## config.mk

```make
export PLATFORM = sky130hd
export DESIGN_NAME = reg_bank_arbiter
export DESIGN_NICKNAME = d
export VERILOG_FILES = /design/src/rtl/reg_arb_pkg.sv /design/src/rtl/reg_bank_arbiter_rr_pick.sv /design/src/rtl/reg_bank_arbiter.sv
export SDC_FILE = /design/constraint.sdc
export NUM_CORES = 1
export LEC_CHECK = 0
export CELL_PAD_IN_SITES_DETAIL_PLACEMENT = 2
export CELL_PAD_IN_SITES_GLOBAL_PLACEMENT = 2
export CORE_MARGIN = 5
export CORE_UTILIZATION = 38
export DETAILED_ROUTE_END_ITERATION = 16
export DONT_BUFFER_PORTS = 1
export PLACE_DENSITY = 0.92
export SLEW_MARGIN = 20
export SYNTH_ARGS = -nofsm -noshare
export SYNTH_HDL_FRONTEND = slang
export SYNTH_HIERARCHICAL = 1
export SYNTH_SLANG_ARGS = --single-unit
```

## constraint.sdc

```tcl
create_clock -name clk -period 6.4 [get_ports clk]
set_clock_uncertainty 0.05 [all_clocks]
set_input_delay 0.96 -clock clk [delete_from_list [all_inputs] [get_ports clk]]
set_output_delay 0.96 -clock clk [all_outputs]
set_load 0.1 [all_outputs]
```

## src/rtl/reg_arb_pkg.sv

```systemverilog
// Shared types and defaults for the register-bank arbiter.
// Latency: none (declarations only).
// Backpressure: not applicable.
package reg_arb_pkg;

  typedef enum logic [1:0] {
    IDLE   = 2'd0,
    ACCESS = 2'd1,
    DONE   = 2'd2
  } state_t;

  localparam int DATA_W        = 8;
  localparam int DEF_NUM_REQ   = 4;
  localparam int DEF_REG_COUNT = 8;

endpackage

```

## src/rtl/reg_bank_arbiter_rr_pick.sv

```systemverilog
// Round-robin picker: first requester at or after ptr, wrapping modulo NUM_REQ.
// Latency: combinational.
// Backpressure: none; the caller decides when to act on the grant.
module rr_pick #(
  parameter int NUM_REQ = 4,
  parameter int IDX_W   = $clog2(NUM_REQ)
) (
  input  logic [NUM_REQ-1:0] req,
  input  logic [IDX_W-1:0]   ptr,
  output logic [NUM_REQ-1:0] grant,
  output logic [IDX_W-1:0]   idx
);

  // Scan upward from the pointer; one extra sum bit keeps the wrap correct
  // when NUM_REQ is not a power of two.
  always_comb begin
    logic [IDX_W:0]   sum;
    logic [IDX_W-1:0] cand;
    logic             found;
    grant = '0;
    idx   = '0;
    sum   = '0;
    cand  = '0;
    found = 1'b0;
    for (int k = 0; k < NUM_REQ; k++) begin
      sum = {1'b0, ptr} + (IDX_W+1)'(k);
      if (sum >= (IDX_W+1)'(NUM_REQ)) sum = sum - (IDX_W+1)'(NUM_REQ);
      cand = sum[IDX_W-1:0];
      if (!found && req[cand]) begin
        found       = 1'b1;
        grant[cand] = 1'b1;
        idx         = cand;
      end
    end
  end

endmodule

```

## src/rtl/reg_bank_arbiter.sv

```systemverilog
// Serialises single-register reads/writes from NUM_REQ requesters onto a save/load bank; optional REG_ARB_LOCK_EN adds req_lock.
// Latency: grant in IDLE cycle N, bank strobe in N+1, ack pulse in N+2; one transaction per 3 cycles.
// Backpressure: requesters hold req until ack; losers wait, at most NUM_REQ-1 transactions each.
module reg_bank_arbiter
  import reg_arb_pkg::*;
#(
  parameter int UUID      = 0,
  parameter     NAME      = "",
  parameter int NUM_REQ   = DEF_NUM_REQ,
  parameter int REG_COUNT = DEF_REG_COUNT,
  localparam int ADDR_W   = $clog2(REG_COUNT),
  localparam int IDX_W    = $clog2(NUM_REQ)
) (
  input  logic                       clk,
  input  logic                       rst,
  input  logic [NUM_REQ-1:0]         req,
  input  logic [NUM_REQ-1:0]         req_we,
  input  logic [NUM_REQ*ADDR_W-1:0]  req_addr,
  input  logic [NUM_REQ*DATA_W-1:0]  req_wdata,
`ifdef REG_ARB_LOCK_EN
  input  logic [NUM_REQ-1:0]         req_lock,
`endif
  output logic [NUM_REQ-1:0]         ack,
  output logic [DATA_W-1:0]          rdata,
  output logic [REG_COUNT-1:0]       reg_save,
  output logic [REG_COUNT-1:0]       reg_load,
  output logic [DATA_W-1:0]          bus_wdata,
  input  logic [DATA_W-1:0]          bus_rdata
);

  // UUID and NAME only identify the instance; negative UUIDs are not meaningful.
  if (NUM_REQ < 2 || NUM_REQ > 8 || REG_COUNT < 2 || REG_COUNT > 16 ||
      (REG_COUNT & (REG_COUNT - 1)) != 0 || UUID < 0 || $bits(NAME) < 0) begin : g_bad_cfg
    $error("reg_bank_arbiter: unsupported NUM_REQ/REG_COUNT/UUID");
  end

  state_t              state, state_nxt;
  logic [IDX_W-1:0]    ptr;
  logic [IDX_W-1:0]    win_idx;
  logic                win_we;
  logic [ADDR_W-1:0]   win_addr;
  logic [DATA_W-1:0]   win_wdata;
  logic [NUM_REQ-1:0]  pick_req;
  logic [NUM_REQ-1:0]  pick_grant;
  logic [IDX_W-1:0]    pick_idx;
  logic                grant_any;

`ifdef REG_ARB_LOCK_EN
  logic                locked;
  logic [IDX_W-1:0]    lock_idx;
  logic                lock_hold;

  // A held lock narrows arbitration to the owner, but only while it still requests.
  assign lock_hold = locked && req[lock_idx];
  assign pick_req  = lock_hold ? (req & (NUM_REQ'(1) << lock_idx)) : req;
`else
  assign pick_req  = req;
`endif

  rr_pick #(
    .NUM_REQ (NUM_REQ),
    .IDX_W   (IDX_W)
  ) u_pick (
    .req   (pick_req),
    .ptr   (ptr),
    .grant (pick_grant),
    .idx   (pick_idx)
  );

  assign grant_any = (state == IDLE) && (|pick_grant);

  // Next state plus the bank strobes and ack, all decoded from the latched winner.
  always_comb begin
    state_nxt = state;
    reg_save  = '0;
    reg_load  = '0;
    bus_wdata = '0;
    ack       = '0;
    case (state)
      IDLE: begin
        if (grant_any) state_nxt = ACCESS;
      end
      ACCESS: begin
        if (win_we) begin
          reg_save[win_addr] = 1'b1;
          bus_wdata          = win_wdata;
        end else begin
          reg_load[win_addr] = 1'b1;
        end
        state_nxt = DONE;
      end
      DONE: begin
        ack[win_idx] = 1'b1;
        state_nxt    = IDLE;
      end
      default: state_nxt = IDLE;
    endcase
  end

  // State register; reset aborts any transaction in flight.
  always_ff @(posedge clk) begin
    if (rst) state <= IDLE;
    else     state <= state_nxt;
  end

  // Latch the winner's request on grant so later input changes cannot disturb it.
  always_ff @(posedge clk) begin
    if (rst) begin
      ptr       <= '0;
      win_idx   <= '0;
      win_we    <= 1'b0;
      win_addr  <= '0;
      win_wdata <= '0;
    end else if (grant_any) begin
      win_idx   <= pick_idx;
      win_we    <= req_we[pick_idx];
      win_addr  <= req_addr[pick_idx*ADDR_W +: ADDR_W];
      win_wdata <= req_wdata[pick_idx*DATA_W +: DATA_W];
      ptr       <= (pick_idx == IDX_W'(NUM_REQ - 1)) ? '0 : pick_idx + IDX_W'(1);
    end
  end

  // Capture the wired bank output at the edge closing a read access; held otherwise.
  always_ff @(posedge clk) begin
    if (rst)                          rdata <= '0;
    else if (state == ACCESS && !win_we) rdata <= bus_rdata;
  end

`ifdef REG_ARB_LOCK_EN
  // Lock is decided at each DONE and dropped early if the owner stops requesting.
  always_ff @(posedge clk) begin
    if (rst) begin
      locked   <= 1'b0;
      lock_idx <= '0;
    end else if (state == DONE) begin
      locked   <= req_lock[win_idx];
      lock_idx <= win_idx;
    end else if (state == IDLE && locked && !req[lock_idx]) begin
      locked   <= 1'b0;
    end
  end
`endif

endmodule

```

==> qor.txt, run 1 <==
DRT iter0 DRCs: 76
Rows: 26
post-synthesis sequential area ratio: 0.2574
R2R setup slack: 2310 ps
Critical Path Sink Type: flip-flop
Slew headroom: 0.2790
Worst-Skew Late Latency: 270 ps
# setup viols final: 0
reg2reg end: win_wdata[0]
CP peak stage delay: 880 ps
DPL Wire Length: 5.651 mm
f_max: 244.3 MHz
count of state elements after synthesis: 26
post-cts hold buffer count: 0
IO Pins: 98
PortBufs: 0
Worst-Margin Slew: 1080 ps
die height: 82.95 um
WL/cell: 24.76 um
Post-DP Area: 2394 sq um
CTS Buf Count: 3
setup TNS: 0 ps
Post-synth ARST share: 0
Hold Path Origin: win_wdata[4]
period utilization: 0.6397
Starting Density: 0.3934
YS warnings: 6
post_cts resized: 0
initial antenna violation count: 0
Pre-Repair DR Iteration Count: 4
Post-Syn Area per Cell: 8.829 sq um
Buf/Inv on CP: 1
GRT Overall Usage: 0.2054
slowest cell on the critical path: o31a_1
GP Congestion: 0.8172
clock-pin slew on the worst setup and hold paths: 90 ps
Post-synth EDFFs: 0
family with the most delay on the worst path: compound AO/OA/AOI/OAI gates
Vias/cell: 6.263
# Max-Cap Violations: 0
number of global-route vias before repair: 1989
max-slew violations: 0
wirelength, routed: 7.254 mm
power per cell area: 446.9 nW/um^2
hold crit path type: reg -> reg
status: complete, no violations
Fillers: 558
CTS tree: built
crit path launch type: flip-flop
pin count of the biggest net entering global routing: 27
Hold Path Depth: 2
grt ovf: 0
Worst VDD drop: 0.1390 mV
worst path arrival time: 4190 ps
Final Cell Area: 2437 sq um
Post-Syn Nets: 297
global-route wire length before repair: 11.56 mm
Nets: 293
Max FO, Critical Path: 19
mapped cell area: 2022 sq um
post-CTS setup buffer count: 0
area delta synth->final: 20.54%
Distinct cells, synth: 42
CTS root buffer: clkbuf_8
via count: 1835
cells along the critical path: inv_1 -> ha_1 -> o21ai_0 -> o31ai_1 -> o31a_1 -> mux4_2 -> nand3_1 -> a21oi_1
Primary FF master, synth: dfxtp_1
WS Path Type: reg -> reg
worst endpoint required time: 6500 ps
Worst Reg2Reg Path Length in Cells: 8
Antenna Cells: 0
layout cells sized above 1: 0.2870
Final ANT Viol Nets: 0
CTS Sinks: 26
cells after synthesis: 229
Fin. Hold Viols: 0
number of remaining DRC errors: 0
Hold Crit Endpoint: win_wdata[4]
launch point of the worst reg-to-reg path: ptr[0]
RSZ-0062 raised after global routing: no
Die ar.: 6880 sq um
leakage: 0.8168 nW
Final Critical Period: 4094 ps
Die Wd: 82.95 um
core region area: 5140 sq um
H-tree Lvls: 1
CTS Buffer Depth: 2
## registers in the layout, summed over array words and instances, names as in the netlist
register   cells
state          2
rdata          8
win_idx        2
win_wdata      8
win_we         1
ptr            2
win_addr       3
## cell usage in the layout (no fill, tap or decap), types with 4 or more instances in the layout
cell	Yosys	routed
clkbuf_16	0	8
mux2i_1	10	10
mux4_2	15	15
nor3_2	0	8
dfxtp_1	26	26
nand2b_1	4	4
a221o_2	4	4
a21oi_1	17	17
nand3_1	12	12
nor2_2	0	7
o21ai_0	24	24
nand2_1	14	14
buf_4	1	4
and2_1	8	8
nor2_1	19	12
nor3b_1	4	4
ha_1	6	6
## tightest hold or removal path, cell delays in order (launching register included)
cell	delay [ps]
dfxtp_1	310
o21ai_0	60
a21oi_1	60
## cell families after synthesis
kind of cell | synth area share
flops | 0.2574
fa+ha+maj | 0.03713
compound gates | 0.1547
simple gates | 0.2630
mux | 0.2166
buf+inv | 0.07116
## where the power goes
part | total [mW] | internal (mW) | leakage [nW] | switching, mW
sequential | 0.363 | 0.207 | 0.213 | 0.156
combinational | 0.633 | 0.258 | 0.582 | 0.375
clock | 0.0937 | 0.0422 | 0.0216 | 0.0515
total | 1.09 | 0.506 | 0.817 | 0.583
## worst max path at each step
stage	start	cells after the start	slack, ps	to
floorplan	state[1]	2	1730	ack[0]
global placement	ptr[0]	8	2670	win_wdata[1]
detailed placement	ptr[0]	8	2270	win_wdata[0]
CTS	ptr[0]	8	2250	win_wdata[0]
global route	ptr[0]	8	1980	win_addr[0]
finish	ptr[0]	8	2310	win_wdata[0]
## cells in the mapped netlist (5+ instances only)
master	instances	area, sq um
dfxtp_1	26	520.5
o21ai_0	24	120.1
nor2_1	19	71.32
a21oi_1	17	85.08
mux4_2	15	337.8
nand2_1	14	52.55
nand3_1	12	60.06
mux2i_1	10	100.1
nor3_1	10	50.05
and2_1	8	50.05
buf_2	8	40.04
clkbuf_1	6	22.52
ha_1	6	75.07
clkbuf_2	5	25.02
## through the flow
step	setup WS [ps]	total power, mW	instances	util	hold slack [ps]
2_1_floorplan	1729	0.8482	229	-	398.7
3_3_place_gp	2671	0.9458	290	0.4657	404.7
3_5_place_dp	2269	0.9953	290	0.4657	416.5
4_1_cts	2252	1.094	293	0.4737	428.8
5_1_grt	1980	1.156	293	0.4742	463.3
6_report	2306	1.089	293	0.4742	422.2
## layout make-up
type | count | area, sq um | area share
Multi-Input combinational cell | 176 | 1464 | 0.6006
Sequential cell | 26 | 520.5 | 0.2136
Timing Repair Buffer | 15 | 312.8 | 0.1283
Tap cell | 70 | 87.58 | 0.03593
Clock buffer | 3 | 41.29 | 0.01694
Inverter | 3 | 11.26 | 0.004620
## metal layers
metal,vias up,share of wire,global-route usage
met4,0,0.0096,0.04160
met5,-,0,0
li1,833,-,-
met2,62,0.56,0.3768
met3,6,0.048,0.04059
met1,934,0.38,0.2471
Note: power is estimated with default switching activity, not from simulation.
==> run 2: changes to the inputs <==
Settings changed: CORE_UTILIZATION 38 to 35, PLACE_DENSITY 0.92 to 0.86.
Clock period 6.4 ns to 3.85 ns, I/O delays scaled along.
==> run 2 against run 1 <==
Maximum frequency rose by 19%. Clock-buffer cell count unchanged. Die area increased by 7.5%.
==> qor.txt, run 2 (synthesis gave the netlist of run 1 again) <==
WL/cell: 22.76 um
hold slack: 310.3 ps
Fin. Hold Viols: 0
wirelength, routed: 6.918 mm
pin count of the biggest net entering global routing: 27
Hold Path Origin: rst
period utilization: 0.8924
H-tree Lvls: 1
RSZ-0062 raised after global routing: no
f_max: 291.1 MHz
Final ANT Viol Nets: 0
number of remaining DRC errors: 0
global-route wire length before repair: 11.18 mm
DPL Wire Length: 5.458 mm
core region area: 5574 sq um
reg2reg end: win_wdata[6]
CTS root buffer: clkbuf_8
Worst Reg2Reg Path Length in Cells: 8
GRT Overall Usage: 0.1886
Non-Filler Instances: 304
CP peak stage delay: 880 ps
launch point of the worst reg-to-reg path: ptr[0]
Critical Path Sink Type: flip-flop
worst endpoint required time: 3970 ps
Starting Density: 0.3627
WS Path Type: reg -> reg
initial antenna violation count: 0
PortBufs: 0
worst path arrival time: 3550 ps
die height: 86.01 um
Hold Path Depth: 1
area delta synth->final: 22.59%
DRT iter0 DRCs: 51
CTS Buffer Depth: 2
slowest cell on the critical path: o31a_1
Hold Crit Endpoint: win_addr[2]
Worst VDD drop: 0.2671 mV
# setup viols final: 0
Worst-Skew Late Latency: 270 ps
Final Critical Period: 3436 ps
Pre-Repair DR Iteration Count: 4
Fillers: 615
most common library cell in the layout ignoring fill and taps: dfxtp_1
IO Pins: 98
leakage: 0.8510 nW
clock-pin slew on the worst setup and hold paths: 90 ps
# Max-Cap Violations: 0
power per cell area: 727.2 nW/um^2
post-cts hold buffer count: 0
area occupied by multi-input gates: 1490 sq um
layout cells sized above 1: 0.3147
placed cell count: 301
CTS Sinks: 26
register area: 520.5 sq um
CTS Buf Count: 3
crit path launch type: flip-flop
Max FO, Critical Path: 15
hold crit path type: in -> reg
R2R setup slack: 410 ps
Antenna Cells: 0
Vias/cell: 6.105
via count: 1856
CTS tree: built
status: complete, no violations
Rows: 27
post_cts resized: 0
Die Wd: 86.01 um
number of global-route vias before repair: 2075
post-CTS setup buffer count: 0
Largest regs: rdata (8), win_wdata (8), win_addr (3)
max-slew violations: 0
commonest cells after routing, fill and taps aside: 26 x dfxtp_1, 24 x o21ai_0, 17 x a21oi_1, 16 x buf_4, 15 x mux4_2
cells along the critical path: inv_1 -> ha_1 -> o21ai_0 -> o31ai_1 -> o31a_1 -> mux4_2 -> nand3_1 -> a21oi_1
GP Congestion: 0.8042
grt ovf: 0
Nets: 302
Worst-Margin Slew: 999.6 ps
Die ar.: 7397 sq um
Slew headroom: 0.3331
run 2: cell count changes in the layout (fill, tap and decap cells not counted), sizes merged:
cell | previous run | this run
buf | 7 | 18
clkbuf | 11 | 9
run 2: worst max-delay path by stage:
stage                        start  cells past startpoint      endpoint
after floorplan           state[1]                      2        ack[1]
after global placement      ptr[1]                      8        win_we
after detailed placement    ptr[0]                      8  win_wdata[6]
after CTS                   ptr[0]                      8  win_wdata[6]
after global routing        ptr[0]                      8   win_addr[2]
final                       ptr[0]                      8  win_wdata[6]
run 2: layout make-up:
class,count,area share
Clock buffer,3,0.01666
Inverter,3,0.004543
Multi-Input combinational cell,176,0.6012
Sequential cell,26,0.2100
Tap cell,72,0.03635
Timing Repair Buffer,24,0.1312
run 2: layer usage:
metal  global-route usage  up-vias  share of wire
li1                     -      852              -
met1               0.2088      927           0.37
met2               0.3630       72           0.55
met3              0.03842        5          0.070
met4              0.04460        0          0.010
met5                    0        -              0
run 2: critical path: cells and delay by family, from the launching register on:
kind / cells / cell delay (ps)
buffers and inverters: 1 / 80
muxes: 1 / 620
and+or+nand+nor: 1 / 120
DFF: 1 / 360
AOI/OAI and AO/OA: 4 / 1690
adders and majority gates: 1 / 400
run 2: stage by stage:
stage / total power, mW / worst slack, ps / instance area (sq um) / TNS (ps) / utilization
after global routing: 1.922 / 109.1 / 2479 / 0 / 0.4447
after CTS: 1.814 / 382.4 / 2476 / 0 / 0.4442
final: 1.803 / 414.4 / 2479 / 0 / 0.4447
after global placement: 1.586 / 670.8 / 2435 / 0 / 0.4368
after detailed placement: 1.649 / 409.6 / 2435 / 0 / 0.4368
after floorplan: 1.418 / -175.4 / 2041 / -350.8 / -
run 2: power breakdown:
part	switching (mW)	leakage, nW	internal [mW]
Combinational	0.632	0.616	0.428
Sequential	0.245	0.213	0.344
Clock	0.0838	0.0216	0.0702
